File: config.mk
export PLATFORM = sky130hd
export DESIGN_NAME = addr_sweep_gen
export DESIGN_NICKNAME = d
export VERILOG_FILES = /design/src/rtl/addr_sweep_gen.sv
export SDC_FILE = /design/constraint.sdc
export NUM_CORES = 1
export LEC_CHECK = 0
export CORE_MARGIN = 2
export CORE_UTILIZATION = 35
export CTS_CLUSTER_DIAMETER = 80
export CTS_CLUSTER_SIZE = 10
export DETAILED_ROUTE_END_ITERATION = 7
export PLACE_DENSITY_LB_ADDON = 0.15
export SETUP_SLACK_MARGIN = 0.3
export SLEW_MARGIN = 5
export SYNTH_ARGS = -nofsm -noshare
export SYNTH_HDL_FRONTEND = slang
export SYNTH_SLANG_ARGS = --single-unit
File: constraint.sdc
create_clock -name clk -period 6.4 [get_ports clk]
set_input_delay 1.28 -clock clk [delete_from_list [all_inputs] [get_ports clk]]
set_output_delay 1.28 -clock clk [all_outputs]
set_load 0.1 [all_outputs]
File: src/rtl/addr_sweep_gen.sv
// addr_sweep_gen: programmable address sequencer feeding the address encoder.
// On an accepted start it emits base + k*stride (mod 2^AW) for k = 0..count-1,
// one address per non-stalled cycle, then pulses done and returns to idle.
//
// Ports:
//   clk, rst     - clock, synchronous active-high reset
//   start        - sweep request, sampled only in IDLE
//   base, stride - first address and increment, latched on start acceptance
//   count        - number of addresses (0..2^AW), latched on start acceptance
//   stall        - hold the current address (not consumed this cycle)
//   addr         - registered address to the encoder
//   addr_valid   - addr holds a sweep address
//   busy         - high while a sweep is running
//   done         - one-cycle pulse after the last address is consumed
module addr_sweep_gen #(
    parameter int unsigned AW = 12,
    parameter int unsigned CW = 13
) (
    input  logic          clk,
    input  logic          rst,
    input  logic          start,
    input  logic [AW-1:0] base,
    input  logic [AW-1:0] stride,
    input  logic [CW-1:0] count,
    input  logic          stall,
    output logic [AW-1:0] addr,
    output logic          addr_valid,
    output logic          busy,
    output logic          done
);

    typedef enum logic [1:0] {
        S_IDLE = 2'd0,
        S_RUN  = 2'd1,
        S_DONE = 2'd2
    } state_e;

    state_e        state_q, state_d;
    logic [AW-1:0] addr_q, addr_d;
    logic [AW-1:0] stride_q, stride_d;
    logic [CW-1:0] remaining_q, remaining_d;
    logic          addr_valid_q, addr_valid_d;
    logic          busy_q, busy_d;
    logic          done_q, done_d;
    logic          consume_c;

    // The presented address is taken by the encoder when valid and not stalled.
    assign consume_c = addr_valid_q && !stall;

    // Next-state and next-output logic.
    always_comb begin
        state_d      = state_q;
        addr_d       = addr_q;
        stride_d     = stride_q;
        remaining_d  = remaining_q;
        addr_valid_d = addr_valid_q;
        busy_d       = busy_q;
        done_d       = 1'b0;

        case (state_q)
            S_IDLE: begin
                addr_valid_d = 1'b0;
                busy_d       = 1'b0;
                if (start) begin
                    if (count != CW'(0)) begin
                        state_d      = S_RUN;
                        addr_d       = base;
                        stride_d     = stride;
                        remaining_d  = count;
                        addr_valid_d = 1'b1;
                        busy_d       = 1'b1;
                    end else begin
                        // Empty sweep: report completion without emitting anything.
                        state_d = S_DONE;
                        done_d  = 1'b1;
                    end
                end
            end
            S_RUN: begin
                if (consume_c) begin
                    remaining_d = remaining_q - CW'(1);
                    if (remaining_q > CW'(1)) begin
                        // AW-bit add; carry-out dropped so the address wraps silently.
                        addr_d = addr_q + stride_q;
                    end else begin
                        // Last address consumed: addr keeps showing it.
                        state_d      = S_DONE;
                        addr_valid_d = 1'b0;
                        busy_d       = 1'b0;
                        done_d       = 1'b1;
                    end
                end
            end
            S_DONE: begin
                state_d      = S_IDLE;
                addr_valid_d = 1'b0;
                busy_d       = 1'b0;
            end
            default: begin
                state_d      = S_IDLE;
                addr_valid_d = 1'b0;
                busy_d       = 1'b0;
            end
        endcase
    end

    // State and output registers.
    always_ff @(posedge clk) begin
        if (rst) begin
            state_q      <= S_IDLE;
            addr_q       <= '0;
            stride_q     <= '0;
            remaining_q  <= '0;
            addr_valid_q <= 1'b0;
            busy_q       <= 1'b0;
            done_q       <= 1'b0;
        end else begin
            state_q      <= state_d;
            addr_q       <= addr_d;
            stride_q     <= stride_d;
            remaining_q  <= remaining_d;
            addr_valid_q <= addr_valid_d;
            busy_q       <= busy_d;
            done_q       <= done_d;
        end
    end

    assign addr       = addr_q;
    assign addr_valid = addr_valid_q;
    assign busy       = busy_q;
    assign done       = done_q;

endmodule

Yosys cells after proc, flatten, opt, wreduce, memory -nomap -nowiden
Index checks and enable logic that the tools add are counted.
- add/subtract/negate cells: 2
- eq/ne operators: 6
- reduce and logical (&&, ||, !) cells: 10
- order comparisons: 1
- multiplexer cells: 24
- operator list (kind ; number):
    2-to-1 mux 12 bit ; 4
    2-to-1 mux 13 bit ; 3
    one-hot mux 13 bit (2 select lines) ; 1
    one-hot mux 12 bit (2 select lines) ; 1
    > comparator 13 x 1 -> 1 bit (second input constant) ; 1
    nonzero test 13 bit ; 1
    subtractor 13 x 1 -> 13 bit (second input constant) ; 1
    adder 12 bit ; 1
    inequality test 2 bit (second input constant) ; 5
    2-to-1 mux 1 bit ; 8
    2-to-1 mux 2 bit ; 4
    AND reduction 3 bit ; 2
    AND reduction 5 bit ; 1
    one-hot mux 1 bit (2 select lines) ; 2
    one-hot mux 2 bit (2 select lines) ; 1
    AND reduction 4 bit ; 1
    equality test 2 x 1 -> 1 bit (second input constant) ; 1
    logical NOT 2 bit ; 1
    AND reduction 2 bit ; 1
    nonzero test 2 bit ; 1
    logical AND 1 bit ; 1
    logical NOT 1 bit ; 1
- flip-flop bits (word level): 41
- logic and storage cells: 49

Longest topological paths before layout
Gate-level depths: netlist of the first run.
- word-level depth: 4
- mapped depth: 10

Worst setup path after synthesis of the first run
OpenSTA, ideal clock, no wires.
- kind: flip-flop to flip-flop
- start: register addr_q[0] (netlist: addr[0])
- end: register addr_q[10] (netlist: addr[10])
- arrival: 2.734 ns
- path buffers: 0
- setup time: 0.141 ns
- stages on the path, launching flop included: 11
- path slack: 3.525 ns
- data required time: 6.259 ns
- path through: dfxtp_1 ha_1 inv_1 fa_1 nand2b_1 a21oi_1 o21a_1 o2111ai_1 and4b_1 o21ai_0 a311oi_2
- cells in the longest elaborated chain, start to end: 4
- ends and longest elaborated chain (item ; line ; source):
    from (decl) ; 39 ; logic [AW-1:0] addr_q, addr_d;
    from (signal assigned) ; 119 ; addr_q <= addr_d;
    adder 12 bit ; 84 ; addr_d = addr_q + stride_q;
    2-to-1 mux 12 bit ; 82 ; if (remaining_q > CW'(1)) begin
    2-to-1 mux 12 bit ; 80 ; if (consume_c) begin
    one-hot mux 12 bit (2 select lines) ; 60 ; case (state_q)
Every way passes these cells. The select of a mux whose other input is x is not followed.
A chain may end at the register's enable or synchronous reset.

Final worst setup path of the first run
- start: input port count[10]
- end: register addr_q[11] (netlist: addr[11])
- cells in the longest elaborated chain, start to end: 3
- ends and longest elaborated chain (item ; line ; source):
    from (decl) ; 24 ; input logic [CW-1:0] count,
    nonzero test 13 bit ; 65 ; if (count != CW'(0)) begin
    inequality test 2 bit (no source line) ; n/a ;
    AND reduction 5 bit (no source line) ; n/a ;
Every way passes these cells.

==> results.md, run 1 <==
- Hold crit path type: reg -> reg
- Largest delay contributor family on the critical path: simple AND/OR/NAND/NOR gates
- Fmax: 0.283 GHz
- Crit share post-route: 55.3%
- Clock sink count: 41
- Crit path buffers/inverters: 1
- Max-cap violation count: 0
- Routed via count: 2335
- Post-synthesis compound-gate area fraction: 25.7%
- Post-synthesis adder-cell area fraction: 7.14%
- Final WL: 6160 um
- Slew at the pin with the worst max-slew slack: 1.12 ns
- Drt wl/cell: 13.4 um
- DRC Markers: 0
- Avg Vias per Cell: 5.08
- Setup crit end kind: flop
- Critical path class: in -> reg
- Max IR drop VDD: 0.000113 V
- Worst R2R Setup Slack: 3.54 ns
- Core Rows: 31
- Final net count: 415
- CTS tree: done
- Placer Congestion: 0.764
- Distinct cells, synth: 55
- DIE AREA: 0.00801 mm^2
- Setup crit start kind: input pin
- Initial antenna violation count: 0
- Largest family of logic cells by synthesized area: compound AO/OA/AOI/OAI gates
- Hold-fix buffers, CTS: 0
- Initial Util: 35.6%
- PortBufs: 55
- Post-Synth XOR/XNOR Area: 2.05%
- Asr flop ratio synth: 0%
- Worst-path fanout max: 24
- Place WS: 2.52 ns
- Clock Skews: 0.00669 ns
- Mux contribution to synthesized area: 4.70%
- Mapped Cells: 312
- Share of layout cells above drive strength 1: 9.97%
- Outcome: completed
- Worst EP arrival: 3.74 ns
- Synth Area in Simple Gates: 23.0%
- Mapped Area: 0.00256 mm^2
- FILL cells: 745
- First-pass GRT wire length: 10200 um
- CTS max path bufs: 2
- Grt ovf: 0
- Crit path cell chain: clkdlybuf4s50_1, nor4_1, nand4_1, nand3b_2, o21ai_2, o21a_1, o211a_1
- Initial drt markers: 84
- Vias in the first global route: 2243
- PwrDens: 243 mW/mm^2
- Yosys warns: 0
- DR pass1 iterations: 4
- Seq/Total Area, Yosys: 32.1%
- Static Leak: 0.00127 uW
- Synth Register Bits: 41
- Fin. Hold Viols: 0
- Setup TNS: 0 ns
- I/O pins: 56
- Slowest cell on the critical path: nand3b_2
- Syn_nets: 367
- Setup violations, final: 0
- RSZ-0062 raised after global routing: no
- Worst-path clk slew: 0.09 ns
- Largest net degree at the start of global routing: 41
- Die H: 89.5 um
- Post-CTS setup buffers: 0
- GRT Total Usage: 16.4%
- Root Buffer: clkbuf_8
- Pwr Total: 796 uW
- H-tree depth: 2
- Num CTS Buffers: 5
- Max Transition Viols Final: 0
- Synthesized area per cell: 8.20 um^2
- Antenna Nets Post-Route: 0
- Clock Latency Late Sink: 0.30 ns
- Core Region: 0.00718 mm^2
- CP max stage delay: 0.51 ns
- Most frequent cells in the layout: 55 x nor2_1, 55 x clkdlybuf4s50_1, 41 x dfxtp_1, 31 x nand2_1, 27 x a21oi_1
- Main flop type after synthesis: dfxtp_1
- Final worst-path setup slack: 2.86 ns
- Post-route minimum period: 3.54 ns
- Chip width: 89.5 um
- Area growth syn-to-layout: 28.0%
- Number of flops mapped to enable cells by yosys: 0
- DP HPWL: 4380 um
- Slew headroom: 24.8%
- Post-cts resize count: 0
- Critical Path RT: 6.60 ns
- # diodes: 0
cells in the mapped netlist, drive strengths merged, types with 2 or more instances:
cell type   n  area [um^2]
or3         2         12.5
nand2b      2         12.5
nand4       2         12.5
inv        10         37.5
mux2i      12          120
clkbuf      8         30.0
nor4        4         40.0
xnor2       4         35.0
dfxtp      41          821
a221oi      2         30.0
nor3b       2         20.0
a211oi      7         67.6
ha         13          163
nor2       55          206
nand3       5         25.0
a21boi      2         15.0
nor3       10         72.6
a31oi       2         12.5
nand2      33          129
xor2        2         17.5
a21oi      27          135
o21bai      2         18.8
o21ai      24          124
o21a        2         15.0
a311oi      7          105
a22oi       4         35.0
buf         9         67.6
nor2b       3         18.8
o41ai       2         25.0
kinds of logic (layout without fill, tap and decap cells):
logic type | after synthesis | count (layout)
buf+inv | 27 | 76
mux | 12 | 12
xor+xnor | 6 | 6
simple gates | 123 | 123
flops | 41 | 41
compound gates | 89 | 89
fa+ha+maj | 14 | 14
power breakdown:
group          total, uW  switching, uW  internal [uW]
sequential           299           21.9            277
clock                217            100            117
combinational        281            178            103
total                796            300            497
worst reg2reg max path, stage by stage (launching register included):
cell and delay (ns):
dfxtp_1 0.44, nor2b_2 0.94, nand2_1 0.15, o21ai_2 0.87
nor2_1 0.12, a311oi_2 0.26
area by class of cell:
class / count / area (um^2) / share of cell area, %
clock buffers: 5 / 68.8 / 2.10
repair buffers: 58 / 573 / 17.5
inverters: 10 / 37.5 / 1.15
clock inverters: 3 / 46.3 / 1.41
multi-input cells: 244 / 1600 / 49.0
flip-flops and latches: 41 / 821 / 25.1
well taps: 99 / 124 / 3.78
per-stage QoR:
stage | hold slack [ns] | std cells | utilization, % | instance area, um^2
after floorplan | 0.456 | 312 | - | 2560
after global placement | 0.473 | 452 | 44.0 | 3160
after detailed placement | 0.487 | 452 | 44.0 | 3160
after CTS | 0.500 | 460 | 45.6 | 3270
after global routing | 0.516 | 460 | 45.6 | 3270
final | 0.496 | 460 | 45.6 | 3270
final timing paths:
path	start	to	cells after the start
hold reg to reg	remaining_q[11]	remaining_q[11]	2
setup reg to reg	state_q[0]	addr[0]	5
setup / recovery	count[10]	addr[11]	7
hold / removal	remaining_q[11]	remaining_q[11]	2
registers in the layout, indices dropped and copies added (netlist names):
signal	flops
addr	12
busy	1
done	1
remaining_q	13
state_q	2
stride_q	12
routing by layer:
layer | GRT usage [%] | vias to the layer above | part of all wire [%]
li1 | - | 1210 | -
met3 | 3.97 | 5 | 4.2
met1 | 20.4 | 1075 | 48
met2 | 28.6 | 45 | 47
met5 | 0 | - | 0
met4 | 3.66 | 0 | 0.91
(Power assumes the default switching activity.)
==> run 2, diff against run 1 <==
- clock period: 6.4 -> 3 ns (I/O delays scaled with it)
==> results.md, run 2 (synthesis results as in run 1) <==
- Combinational share of power: 36.3%
- Worst-path fanout max: 13
- PwrDens: 506 mW/mm^2
- Top reg by flops: remaining_q
- Sw Share: 38.3%
- DP HPWL: 4610 um
- Root Buffer: clkbuf_8
- Internal: 1020 uW
- First-pass GRT wire length: 10100 um
- Initial antenna violation count: 0
- RSZ-0062 raised after global routing: no
- Flop pwr share: 38.6%
- # diodes: 0
- Post-route minimum period: 2.47 ns
- CTS tree: done
- Pwr Total: 1650 uW
- Clock Latency Late Sink: 0.30 ns
- Most frequent cells in the layout: 55 x nor2_1, 40 x clkdlybuf4s50_1, 39 x dfxtp_1, 31 x nand2_1, 27 x a21oi_1
- Die H: 89.5 um
- Antenna Nets Post-Route: 0
- Crit share post-route: 82.4%
- Slew at the pin with the worst max-slew slack: 0.865 ns
- I/O pins: 56
- Fmax: 0.404 GHz
- DRC Markers: 0
- CTS max path bufs: 2
- Initial drt markers: 97
- Max IR drop VDD: 0.000229 V
- FILL cells: 740
- Slew headroom: 42.1%
- Hold-fix buffers, CTS: 0
- Grt met2 use: 28.6%
- Initial Util: 35.6%
- PortBufs: 55
- Clock Skews: 0.0110 ns
- Max reg flops: 13
- Core Rows: 31
- Largest net degree at the start of global routing: 35
- Fin. Hold Viols: 0
- Final worst-path setup slack: 0.527 ns
- Final net count: 420
- Sequential cell area: 823 um^2
- Place WS: 0.223 ns
- Gr busiest metal: met2
- Clock power share: 25.0%
- GRT Total Usage: 16.1%
- Worst-path clk slew: 0.08 ns
- Switching power of the nets: 633 uW
- Share of layout cells above drive strength 1: 15.8%
- Drt wl/cell: 13.3 um
- Met3 Use GR: 3.14%
- Routed via count: 2367
- DR pass1 iterations: 4
- Setup TNS: 0 ns
- Area growth syn-to-layout: 27.6%
- H-tree depth: 2
- Area of the multi-input gates: 0.00160 mm^2
- Grt ovf: 0
- Worst EP arrival: 2.69 ns
- Num CTS Buffers: 5
- Commonest non-fill, non-tap cell in the layout: nor2_1
- Outcome: completed
- Static Leak: 0.00132 uW
- Met1 global-route usage: 20.3%
- Chip width: 89.5 um
- Core Region: 0.00718 mm^2
- Placer Congestion: 0.801
- Clock sink count: 41
- Final WL: 6180 um
- Fin util: 45.5%
- Setup crit end kind: flop
- Post-CTS setup buffers: 0
- Critical Path RT: 3.22 ns
- Critical path class: in -> reg
- Worst Hold Slack: 0.490 ns
- DIE AREA: 0.00801 mm^2
- Vias in the first global route: 2206
- Avg Vias per Cell: 5.09
- Post-cts resize count: 0
- Max-cap violation count: 0
- Setup crit start kind: input pin
- Max Transition Viols Final: 0
- Hold crit path type: reg -> reg
- Setup violations, final: 0
-- run 2: changes by cell type in the layout (fill, tap and decap cells not counted), sizes merged --
| cell | previous run | this run |
|---|---|---|
| buf | 3 | 23 |
| clkdlybuf4s50 | 55 | 40 |
| clkbuf | 5 | 7 |
| clkinvlp | 1 | 0 |
| bufinv | 1 | 0 |
-- run 2: area by class of cell --
cell class	instances	share of cell area (%)
tap	99	3.80
inverter	10	1.15
multi-input combinational	244	49.2
timing repair buffer	63	17.6
clock inverter	1	0.153
sequential	41	25.2
clock buffer	7	2.95
-- run 2: worst paths after layout --
path / from / to / slack (ns) / cells past startpoint
max: count[4] / remaining_q[0] / 0.53 / 7
max reg2reg: stride_q[0] / addr[10] / 0.66 / 10
min reg2reg: remaining_q[11] / remaining_q[11] / 0.49 / 2
min: remaining_q[11] / remaining_q[11] / 0.49 / 2
-- run 2: power by group through the flow --
| stage | registers, uW | clock network [uW] | logic (uW) |
|---|---|---|---|
| after floorplan | 770 | 0 | 328 |
| after global placement | 651 | 0 | 599 |
| after detailed placement | 651 | 0 | 602 |
| after CTS | 639 | 424 | 605 |
| after global routing | 646 | 445 | 656 |
| final | 638 | 413 | 600 |
-- run 2: routing by layer --
metal,wire (um),up-vias
li1,-,1216
met1,2750,1087
met2,3090,60
met3,315,4
met4,32,0
met5,0,-
-- run 2: stage by stage --
stage	instance area [um^2]	cells
4_1_cts	3260	465
3_3_place_gp	3160	457
5_1_grt	3260	465
6_report	3260	465
2_1_floorplan	2560	312
3_5_place_dp	3160	457
-- run 2: critical path, stage by stage --
cell and delay [ns]:
clkdlybuf4s50_1 0.50, nor4_1 0.07, nand4_1 0.19, a22oi_2 0.08, nor2_1 0.67, o21ai_0 0.27
a221oi_2 0.31
==> run 3, diff against run 2 <==
- clock period: 3 -> 2.2 ns (I/O delays scaled with it)
==> results.md, run 3 (synthesis results as in run 1) <==
- Share of layout cells above drive strength 1: 30.4%
- Setup violations, final: 0
- DIE AREA: 0.00801 mm^2
- Routed via count: 2530
- Reg2reg start: stride_q[0]
- Slew at the pin with the worst max-slew slack: 0.363 ns
- Area of the multi-input gates: 0.00180 mm^2
- DR pass1 iterations: 4
- PwrDens: 619 mW/mm^2
- I/O pins: 56
- H-tree depth: 2
- Final net count: 445
- # diodes: 0
- Placed inst area: 0.00346 mm^2
- Hold crit path type: reg -> reg
- FF-to-FF path depth: 10
- Critical path class: reg -> reg
- Sw Share: 38.7%
- Setup crit start kind: flop
- RSZ-0062 raised after global routing: yes
- Fin. Hold Viols: 0
- Root Buffer: clkbuf_8
- Worst EP arrival: 2.26 ns
- Max reg flops: 13
- Startpoint of the worst hold path: remaining_q[11]
- Vias in the first global route: 2334
- Post-route minimum period: 2.09 ns
- Most frequent cells in the layout: 53 x nor2_1, 38 x buf_4, 31 x nand2_1, 27 x clkdlybuf4s50_1
- DP HPWL: 4880 um
- Worst-path fanout max: 3
- Flop pwr share: 37.6%
- Setup crit end kind: flop
- Clock Latency Late Sink: 0.30 ns
- Slew headroom: 75.6%
- DRC Markers: 0
- Top reg by flops: remaining_q
- First-pass GRT wire length: 10700 um
- Hold path endpoint: remaining_q[11]
- Final worst-path setup slack: 0.113 ns
- Max Transition Viols Final: 0
- Max IR drop VDD: 0.000261 V
- Worst R2R Setup Slack: 0.11 ns
- Outcome: completed
- Initial Util: 35.6%
- Chip width: 89.5 um
- Sequential cell area: 868 um^2
- Grt ovf: 0
- Largest net degree at the start of global routing: 41
- Fin util: 52.8%
- PortBufs: 55
- Switching power of the nets: 907 uW
- Initial drt markers: 82
- Clock power share: 22.4%
- Final WL: 6900 um
- Max-cap violation count: 0
- Internal: 1440 uW
- CTS tree: done
- Commonest non-fill, non-tap cell in the layout: nor2_1
- Avg Vias per Cell: 5.16
- Hold depth: 2
- Worst-path clk slew: 0.08 ns
- Place WS: -0.207 ns
- Die H: 89.5 um
- Initial antenna violation count: 0
- FILL cells: 667
- Crit share post-route: 94.9%
- CTS max path bufs: 2
- Core Rows: 31
- Combinational share of power: 40.0%
- Static Leak: 0.00157 uW
- Num CTS Buffers: 5
- Final instance area: 0.00379 mm^2
- Clock Skews: 0.00635 ns
- Fmax: 0.479 GHz
- Placer Congestion: 0.767
- Worst Hold Slack: 0.492 ns
- Clock sink count: 41
- Core Region: 0.00718 mm^2
- Antenna Nets Post-Route: 0
- GRT Total Usage: 17.2%
- Area growth syn-to-layout: 48.1%
- Critical Path RT: 2.38 ns
- Drt wl/cell: 14.1 um
- FF-to-FF End: addr[10]
-- run 3: worst max path at each step --
stage / from / cells after the start / to
final: stride_q[0] / 10 / addr[10]
after detailed placement: count[10] / 9 / remaining_q[3]
after CTS: stride_q[0] / 10 / addr[10]
after floorplan: addr[0] / 10 / addr[10]
after global routing: stride_q[0] / 10 / addr[10]
after global placement: count[10] / 9 / addr[8]
-- run 3: cell type report --
| cell class | count | area share [%] |
|---|---|---|
| Timing Repair Buffer | 88 | 23.0 |
| Clock inverter | 2 | 0.231 |
| Sequential cell | 41 | 22.9 |
| Inverter | 10 | 0.991 |
| Tap cell | 99 | 3.27 |
| Clock buffer | 6 | 2.18 |
| Multi-Input combinational cell | 244 | 47.5 |
-- run 3: power by group through the flow --
stage / clock network (uW) / registers (uW) / logic, uW
floorplan: 0 / 1060 / 463
global placement: 0 / 898 / 882
detailed placement: 0 / 899 / 891
CTS: 546 / 882 / 907
global route: 574 / 892 / 1020
finish: 525 / 882 / 939
-- run 3: repair_timing --
item,4_1_cts,5_1_grt
setup endpoints to repair,40,24
buffers inserted,4,5
cloned,0,1
gates resized for setup,13,32
pin swaps,6,16
hold buffers,0,0
-- run 3: worst max-delay path, cell delays in order (launching register included) --
cell,delay (ns)
dfxtp_4,0.37
ha_4,0.13
inv_2,0.03
fa_2,0.36
nand2b_4,0.17
a21oi_4,0.13
o21a_1,0.18
o2111ai_2,0.14
and4b_1,0.21
o21ai_1,0.15
a311oi_2,0.11
-- run 3: metal layers --
metal / wire [um] / vias up / track usage, %
met5: 0 / - / 0
met3: 219 / 8 / 3.14
met1: 3220 / 1203 / 21.6
met2: 3390 / 44 / 29.8
met4: 75 / 0 / 5.02
li1: - / 1275 / -
-- run 3: per-stage QoR --
| stage | total power (uW) | std cells | TNS (ns) |
|---|---|---|---|
| final | 2350 | 490 | 0 |
| after global routing | 2490 | 490 | 0 |
| after CTS | 2330 | 484 | 0 |
| after detailed placement | 1790 | 472 | -6.54 |
| after global placement | 1780 | 472 | -7.08 |
| after floorplan | 1530 | 312 | 0 |
